**src/rtl/present80_core_if.sv**
```systemverilog
// Request/response bundle between the register file and the PRESENT-80 engine.
// The master side drives key, plaintext and control; the slave side is the core.
interface present80_core_if;
  logic [79:0] key_i;
  logic [63:0] plain_i;
  logic        start_i;
  logic        clear_i;
  logic        busy_o;
  logic        done_o;
  logic [63:0] cipher_o;

  modport master (
    output key_i, plain_i, start_i, clear_i,
    input  busy_o, done_o, cipher_o
  );

  modport slave (
    input  key_i, plain_i, start_i, clear_i,
    output busy_o, done_o, cipher_o
  );
endinterface

```
**src/rtl/present80_core.sv**
```systemverilog
// Iterative PRESENT-80 encryption engine: one round per clock, key schedule on the fly.
// Optional sticky completion interrupt (irq_o/irq_clr_i) enabled by defining PRESENT80_IRQ_EN.
module present80_core #(
  parameter int ROUNDS = 31
) (
  input  logic wb_clk_i,
  input  logic wb_rst_ni,
  present80_core_if.slave bus
`ifdef PRESENT80_IRQ_EN
  ,
  input  logic irq_clr_i,
  output logic irq_o
`endif
);

  typedef enum logic [1:0] {IDLE, RUN, DONE} fsm_t;

  fsm_t        fsm_q;
  logic [63:0] state_q;
  logic [79:0] key_q;
  logic [4:0]  rc_q;
  logic        busy_q;
  logic        done_q;
  logic [63:0] cipher_q;

  logic [63:0] add_w;
  logic [63:0] sbox_w;
  logic [63:0] state_d;
  logic [79:0] rot_w;
  logic [79:0] key_d;
  logic        accept_w;
  logic        finish_w;

  function automatic logic [3:0] sbox(input logic [3:0] x);
    case (x)
      4'h0: sbox = 4'hC;  4'h1: sbox = 4'h5;  4'h2: sbox = 4'h6;  4'h3: sbox = 4'hB;
      4'h4: sbox = 4'h9;  4'h5: sbox = 4'h0;  4'h6: sbox = 4'hA;  4'h7: sbox = 4'hD;
      4'h8: sbox = 4'h3;  4'h9: sbox = 4'hE;  4'hA: sbox = 4'hF;  4'hB: sbox = 4'h8;
      4'hC: sbox = 4'h4;  4'hD: sbox = 4'h7;  4'hE: sbox = 4'h1;  default: sbox = 4'h2;
    endcase
  endfunction

  assign add_w = state_q ^ key_q[79:16];

  genvar gi;
  generate
    for (gi = 0; gi < 16; gi++) begin : g_slayer
      assign sbox_w[gi*4 +: 4] = sbox(add_w[gi*4 +: 4]);
    end
    // Bit permutation: position i goes to 16*i mod 63, bit 63 is a fixed point.
    for (gi = 0; gi < 64; gi++) begin : g_player
      if (gi == 63) begin : g_fixed
        assign state_d[63] = sbox_w[63];
      end else begin : g_move
        assign state_d[(gi*16) % 63] = sbox_w[gi];
      end
    end
  endgenerate

  assign rot_w = {key_q[18:0], key_q[79:19]};
  assign key_d = {sbox(rot_w[79:76]), rot_w[75:20], rot_w[19:15] ^ rc_q, rot_w[14:0]};

  assign accept_w = !bus.clear_i && (fsm_q == IDLE) && bus.start_i;
  assign finish_w = !bus.clear_i && (fsm_q == RUN) && (rc_q == 5'(ROUNDS));

  always_ff @(posedge wb_clk_i or negedge wb_rst_ni) begin
    if (!wb_rst_ni) begin
      fsm_q    <= IDLE;
      state_q  <= '0;
      key_q    <= '0;
      rc_q     <= '0;
      busy_q   <= 1'b0;
      done_q   <= 1'b0;
      cipher_q <= '0;
    end else if (bus.clear_i) begin
      // Abort keeps the last completed ciphertext visible.
      fsm_q  <= IDLE;
      rc_q   <= '0;
      busy_q <= 1'b0;
      done_q <= 1'b0;
    end else begin
      case (fsm_q)
        IDLE: begin
          done_q <= 1'b0;
          if (bus.start_i) begin
            state_q <= bus.plain_i;
            key_q   <= bus.key_i;
            rc_q    <= 5'd1;
            busy_q  <= 1'b1;
            fsm_q   <= RUN;
          end
        end
        RUN: begin
          state_q <= state_d;
          key_q   <= key_d;
          rc_q    <= rc_q + 5'd1;
          if (rc_q == 5'(ROUNDS)) begin
            cipher_q <= state_d ^ key_d[79:16];
            done_q   <= 1'b1;
            busy_q   <= 1'b0;
            fsm_q    <= DONE;
          end
        end
        DONE: begin
          done_q <= 1'b0;
          fsm_q  <= IDLE;
        end
        default: fsm_q <= IDLE;
      endcase
    end
  end

  assign bus.busy_o   = busy_q;
  assign bus.done_o   = done_q;
  assign bus.cipher_o = cipher_q;

`ifdef PRESENT80_IRQ_EN
  logic irq_q;

  // Completion beats any clear request landing on the same edge.
  always_ff @(posedge wb_clk_i or negedge wb_rst_ni) begin
    if (!wb_rst_ni) begin
      irq_q <= 1'b0;
    end else if (finish_w) begin
      irq_q <= 1'b1;
    end else if (irq_clr_i || bus.clear_i || accept_w) begin
      irq_q <= 1'b0;
    end
  end

  assign irq_o = irq_q;
`else
  logic unused_w;
  assign unused_w = accept_w ^ finish_w;
`endif

endmodule

```
**src/flat_wrapper.sv**
```systemverilog
// flat-port wrapper written by rule: the top's interface ports become plain ports
module present80_core_flat 
#(
  parameter int ROUNDS = 31
)
  (wb_clk_i, wb_rst_ni, bus_key_i, bus_plain_i, bus_start_i, bus_clear_i, bus_busy_o, bus_done_o, bus_cipher_o);
  present80_core_if bus_i ();
  input  logic wb_clk_i;
  input  logic wb_rst_ni;
  input wire logic [$bits(bus_i.key_i)-1:0] bus_key_i;
  input wire logic [$bits(bus_i.plain_i)-1:0] bus_plain_i;
  input wire logic [$bits(bus_i.start_i)-1:0] bus_start_i;
  input wire logic [$bits(bus_i.clear_i)-1:0] bus_clear_i;
  output wire logic [$bits(bus_i.busy_o)-1:0] bus_busy_o;
  output wire logic [$bits(bus_i.done_o)-1:0] bus_done_o;
  output wire logic [$bits(bus_i.cipher_o)-1:0] bus_cipher_o;
  assign bus_i.key_i = bus_key_i;
  assign bus_i.plain_i = bus_plain_i;
  assign bus_i.start_i = bus_start_i;
  assign bus_i.clear_i = bus_clear_i;
  assign bus_busy_o = bus_i.busy_o;
  assign bus_done_o = bus_i.done_o;
  assign bus_cipher_o = bus_i.cipher_o;
  present80_core #(.ROUNDS(ROUNDS)) u_core (.wb_clk_i(wb_clk_i), .wb_rst_ni(wb_rst_ni), .bus(bus_i));
endmodule
```
**config.mk**
```make
export PLATFORM = sky130hd
export DESIGN_NAME = present80_core_flat
export DESIGN_NICKNAME = d
export VERILOG_FILES = /design/src/rtl/present80_core_if.sv /design/src/rtl/present80_core.sv /design/src/flat_wrapper.sv
export SDC_FILE = /design/constraint.sdc
export NUM_CORES = 1
export LEC_CHECK = 0
export CORE_MARGIN = 2
export CORE_UTILIZATION = 50
export DETAILED_ROUTE_END_ITERATION = 8
export HOLD_SLACK_MARGIN = 0.08
export PLACE_DENSITY = 0.78
export SLEW_MARGIN = 15
export SYNTH_ARGS = -nofsm -noshare
export SYNTH_HDL_FRONTEND = slang
export SYNTH_SLANG_ARGS = --single-unit
```
**constraint.sdc**
```tcl
create_clock -name wb_clk_i -period 2.1 [get_ports wb_clk_i]
set_input_delay 0.42 -clock wb_clk_i [delete_from_list [all_inputs] [get_ports wb_clk_i]]
set_output_delay 0.42 -clock wb_clk_i [all_outputs]
set_load 0.01 [all_outputs]
```
==> results of run 1 <==
[cell type report]
type | instances | area share [%]
timing repair buffer | 360 | 19.2
inverter | 72 | 1.50
multi-input combinational | 1073 | 42.4
sequential | 217 | 30.1
clock inverter | 12 | 0.796
clock buffer | 32 | 3.66
tap | 341 | 2.36
[cell usage in the layout (no fill, tap or decap), types with 31 or more instances in the layout]
master,n
xnor2_2,31
clkdlybuf4s50_1,211
a21oi_1,88
xnor2_1,48
nand2_1,240
a31oi_1,72
xor2_1,43
dfrtp_1,215
nor2_1,140
a211oi_1,31
inv_1,69
a21o_1,34
buf_4,127
o21ai_0,96
ha_1,95
[power by group through the flow]
stage	Combinational, uW	Sequential (uW)	Clock (uW)
2_1_floorplan	6170	5360	0
5_1_grt	11900	5530	4530
3_3_place_gp	10000	5420	0
3_5_place_dp	10500	5460	0
6_report	11200	5480	4340
4_1_cts	10600	5400	4350
[kinds of logic after synthesis]
family | share of synthesized area [%]
compound gates | 15.4
xor+xnor | 9.85
fa+ha+maj | 9.59
buf+inv | 4.69
flops | 40.4
mux | 7.68
simple gates | 12.4
[path summary, 6_finish.rpt]
check	cells past startpoint	to	slack, ps	start
max in group asynchronous	3	u_core.key_q[64]	980	wb_rst_ni
max	8	u_core.state_q[10]	30	u_core.key_q[56]
min in group wb_clk_i	3	u_core.key_q[53]	460	bus_key_i[53]
min	2	u_core.key_q[58]	450	wb_rst_ni
max reg2reg	8	u_core.state_q[10]	30	u_core.key_q[56]
min reg2reg	2	u_core.bus.cipher_o[28]	480	u_core.bus.cipher_o[28]
[routing by layer]
metal	track usage [%]	part of all wire [%]	vias to the layer above
li1	-	-	5473
met1	40.7	40	5939
met2	47.8	46	619
met3	5.95	9.7	115
met4	14.0	5.1	0
met5	0	0	-
[stage by stage]
stage	utilization, %	setup WS, ps	TNS [ps]
after floorplan	-	48.3	0
after global placement	63.7	55.7	0
after detailed placement	63.7	23.5	0
after CTS	66.8	2.42	0
after global routing	67.8	-30.6	-91.7
final	67.8	27.4	0
[registers in the layout (all words and copies together) (netlist names)]
name / cells
u_core.state_q: 64
u_core.rc_q: 5
u_core.bus.done_o: 1
u_core.fsm_q: 2
u_core.bus.cipher_o: 64
u_core.bus.busy_o: 1
u_core.key_q: 80
[timing repair]
action                                 in CTS  in global routing
pin swaps                                   0                  8
setup endpoints to repair                   2                 64
hold buffers                                1                  0
setup buffers                               0                  2
endpoints found under the hold margin      47                  0
gates resized for setup                     1                 54
==> results.tsv, run 1 <==
metric	value	unit
Hold Slack	451	ps
Inst Count DP	2060	
routed len/inst	20.9	um
first-pass GRT wire length	66.0	mm
fin cells	2107	
total track usage	30.3	%
vias post-DR	12100	
Syn Nets	1700	
final instance area	18100	um2
sequential area share after synthesis	40.4	%
NetSw	8410	uW
global route total overflow	0	
CTS Buf Count	24	
area occupied by multi-input gates	7660	um2
Die W	168	um
CP bufs+invs	1	
Int Power	12600	uW
CP required	2530	ps
layout cells sized above 1	16.1	%
clock-pin slew on the worst setup and hold paths	60	ps
Top delay family on crit path	adder cells	
Port Buffers	213	
outcome	completed	
Die H	168	um
# fillers	1963	
H-tree Lvls	1	
Final min period	2070	ps
# IOs	214	
slowest CP cell	dfrtp_1	
most frequent cell after synthesis	nand2_1	
final slew viol count	0	
drt first pass iters	6	
Leak	0.00820	uW
Crit path top cell by count	o21ai_0	
clock skew	12.1	ps
post-synth top area cell	dfrtp_1	
Final Cycle Share	98.7	%
Post-synth EDFFs	0	
largest net degree at the start of global routing	66	
ranking of synthesized cells by area	dfrtp_1 40%, ha_1 9.6%, nand2_1 6.7%, xnor2_1 4.5%, nor2_1 4.0%	
ys flop type	dfrtp_1	
Final nets	1999	
core footprint	26700	um2
clock latency on the worst-skew pair	520	ps
crit path kind	flip-flop to flip-flop	
Post-Syn Area	13400	um2
initial antenna violation count	0	
ANT cells	0	
drt drc	0	
Yosys top cell area share	40.4	%
Pwr Density	1170	nW/um2
drt total wl	44.0	mm
Starting Density	50.4	%
Unique masters post-synth	33	
Max Buffers Root-to-Sink	3	
crit path DAT	2510	ps
register bit total from synthesis	217	
worst min path class	input pin to async pin	
Clk pwr share	20.6	%
die area	28200	um2
Worst slew margin	58.0	%
ANT nets after route	0	
GP Congestion	0.957	
Final setup viols	0	
ys async rst share	100	%
crit path max fanout	4	
Critical Path Max Stage Delay	410	ps
Mapped Cells	1449	
Logic pwr share	53.3	%
Avg Cell Area, Syn	9.27	um2
critical path capture point type	flip-flop	
max_cap viols	0	
Worst setup SP type	flip-flop	
TritonCTS Sinks	217	
TritonCTS clock tree	yes	
synth cell count leaders	241 x nand2_1, 217 x dfrtp_1, 142 x nor2_1	
DP Area	17000	um2
slew at the pin with the worst max-slew slack	623	ps
FF+latch area	5430	um2
Detailed Route Iter0 Violations	1128	
vias in the first global route	11900	
hpwl dp	33.0	mm
Design Power	21100	uW
Fmax	482	MHz
via-per-instance ratio	5.76	
CTS root buffer	clkbuf_16	
final hold violation count	0	
P&R area growth vs syn	34.5	%
Rows	60	
Reg power frac	26.0	%
cells along the critical path	xnor2_2, inv_1, ha_1, a21oi_1, ha_2, nand2_1, o21ai_0, o21ai_0	
IR drop worst, VDD	0.000549	V
Yosys warnings	0	
Switching Share	39.9	%
Power figures use the tool's default switching activity.
==> run 2: changes to the inputs <==
--- a/config.mk
+++ b/config.mk
@@ -6,10 +6,9 @@
 export NUM_CORES = 1
 export LEC_CHECK = 0
 export CORE_MARGIN = 2
-export CORE_UTILIZATION = 50
+export CORE_UTILIZATION = 40
 export DETAILED_ROUTE_END_ITERATION = 8
 export HOLD_SLACK_MARGIN = 0.08
-export PLACE_DENSITY = 0.78
 export SLEW_MARGIN = 15
 export SYNTH_ARGS = -nofsm -noshare
 export SYNTH_HDL_FRONTEND = slang
==> run 2 against run 1 <==
Effect of this change:
- sequential power about the same
- via count fell by 4.1%
- design area grew 1.6%
- power grew 2.2%
- utilization shrank 13 points
- combinational power about the same
- worst setup slack better by 15 ps
- first-iteration DRC count decreased by 14%
- sequential cell count unchanged
- largest power group unchanged
- highest routed layer unchanged
==> results.tsv, run 2 (synthesis results as in run 1) <==
metric	value	unit	change
initial antenna violation count	0		unchanged
Final nets	2008		+0.45%
drt first pass iters	5		-1
hpwl dp	34.4	mm	+4.2%
CTS Buf Count	25		+4.2%
Worst slew margin	59.7	%	+1.7 points
Inst Count DP	2177		+5.7%
Worst Setup SP	u_core.key_q[28]		
total track usage	25.0	%	-5.3 points
final hold violation count	0		unchanged
Worst setup SP type	flip-flop		
CP required	2510	ps	-20 ps
Hold Slack	426	ps	-25.3 ps
RSZ-0062 raised after global routing	true		
vias in the first global route	11500		-3.5%
vias post-DR	11600		-4.1%
Pwr Density	1170	nW/um2	+0.55%
Die W	187	um	+12%
Max Buffers Root-to-Sink	3		unchanged
commonest non-fill, non-tap cell in the layout	nand2_1		
IR drop worst, VDD	0.000653	V	+19%
FF-to-FF Start	u_core.key_q[28]		
Die H	187	um	+12%
clock latency on the worst-skew pair	530	ps	about the same
Starting Density	40.4	%	-10 points
clock skew	11.6	ps	-0.503 ps
critical path capture point type	flip-flop		
# IOs	214		unchanged
Final setup viols	0		unchanged
final slew viol count	0		unchanged
crit path DAT	2470	ps	-40 ps
max_cap viols	0		unchanged
first-pass GRT wire length	67.6	mm	+2.6%
ANT nets after route	0		unchanged
crit path max fanout	3		-1
H-tree Lvls	1		unchanged
slew at the pin with the worst max-slew slack	598	ps	-24.7 ps
Final Cycle Share	98.0	%	-0.70 points
drt drc	0		unchanged
core footprint	33300	um2	+25%
largest reg by FF count	u_core.key_q		
commonest non-fill, non-tap cells in the layout	240 x nand2_1, 214 x dfrtp_1, 211 x clkdlybuf4s50_1, 140 x nor2_1, 134 x buf_4		
die area	35100	um2	+24%
drt total wl	44.3	mm	+0.87%
global route total overflow	0		unchanged
Rows	67		+12%
Detailed Route Iter0 Violations	972		-14%
Final min period	2060	ps	-14.8 ps
CTS root buffer	clkbuf_16		
outcome	completed		
TritonCTS Sinks	217		unchanged
worst min path class	input pin to async pin		
# fillers	2965		+51%
Post-CTS Setup Inserts	0		unchanged
TritonCTS clock tree	yes		
layout cells sized above 1	16.7	%	+0.66 points
largest net degree at the start of global routing	67		+1.5%
max reg flops	80		unchanged
clock-pin slew on the worst setup and hold paths	70	ps	about the same
crit path kind	flip-flop to flip-flop		
GP Congestion	0.913		-4.6%
P&R area growth vs syn	36.7	%	
fin cells	2222		+5.5%
Port Buffers	213		unchanged
via-per-instance ratio	5.24		-9.1%
routed len/inst	20.0	um	-4.4%
ANT cells	0		unchanged
Leak	0.00829	uW	+1.2%
Fmax	486	MHz	+0.72%
[run 2: changes by cell type in the layout (fill, tap and decap cells not counted), moves of 3 or more]
cell and delta:
buf_4 +7, a21oi_1 +4, a21oi_2 -4, o21ai_0 +4
o21ai_1 -4, xnor2_1 -4, xnor2_2 +4, mux4_1 -3
mux4_2 +3
[run 2: repair_timing]
| action | in CTS | in global routing |
|---|---|---|
| hold endpoints to repair | 48 | 0 |
| setup endpoints to repair | 2 | 54 |
| pin swaps | 0 | 7 |
| hold buffers | 1 | 0 |
| resized for setup | 2 | 53 |
[run 2: report_power, final]
group	switching, uW	total, uW	internal, uW	leakage, uW
clock	1850	4790	2940	0.000437
sequential	679	5470	4790	0.00268
combinational	5940	11300	5320	0.00518
total	8470	21500	13000	0.00829
[run 2: final cells by class]
class                   count  area [um2]  share of cell area (%)
clock inverters            11         188                    1.02
inverters                  72         270                    1.47
well taps                 448         561                    3.05
clock buffers              33         696                    3.79
repair buffers            368        3550                    19.3
multi-input cells        1073        7670                    41.8
flip-flops and latches    217        5430                    29.6
[run 2: per-stage QoR]
stage	setup WS [ps]	cell area [um2]	total power, uW	utilization [%]	setup TNS, ps
after floorplan	48.3	13400	11500	-	0
after global placement	-87.9	17200	15900	51.7	-87.9
after detailed placement	-12.0	17200	16200	51.7	-12.0
after CTS	11.7	18100	21100	54.4	0
after global routing	-50.2	18400	22700	55.2	-138
final	42.2	18400	21500	55.2	0
[run 2: per-layer routing]
| metal | vias up | part of all wire [%] | global-route usage (%) |
|---|---|---|---|
| met1 | 5724 | 46 | 36.0 |
| met2 | 356 | 45 | 39.3 |
| met5 | - | 0 | 0 |
| met4 | 0 | 2.6 | 6.72 |
| met3 | 66 | 5.5 | 3.77 |
| li1 | 5498 | - | - |
[run 2: worst paths after layout]
check,end,slack (ps),cells after the start
max,u_core.state_q[35],40,6
max reg2reg,u_core.state_q[35],40,6
min in group wb_clk_i,u_core.key_q[64],450,3
max in group asynchronous,u_core.bus.cipher_o[11],920,3
min reg2reg,u_core.bus.cipher_o[23],480,2
min,u_core.state_q[22],430,2
[run 2: critical path, cell delays in order, from the launching register on]
cell,delay (ps)
dfrtp_1,420
xnor2_2,190
inv_1,100
ha_1,320
mux4_2,520
a21oi_1,300
nor2_1,80
==> run 3: changes to the inputs <==
--- a/config.mk
+++ b/config.mk
@@ -9,7 +9,7 @@
 export CORE_UTILIZATION = 40
 export DETAILED_ROUTE_END_ITERATION = 8
 export HOLD_SLACK_MARGIN = 0.08
-export SLEW_MARGIN = 15
+export SLEW_MARGIN = 20
 export SYNTH_ARGS = -nofsm -noshare
 export SYNTH_HDL_FRONTEND = slang
 export SYNTH_SLANG_ARGS = --single-unit
==> results of run 3 <==
Same layout as run 2: the final DEF is identical, and so are final timing and power.
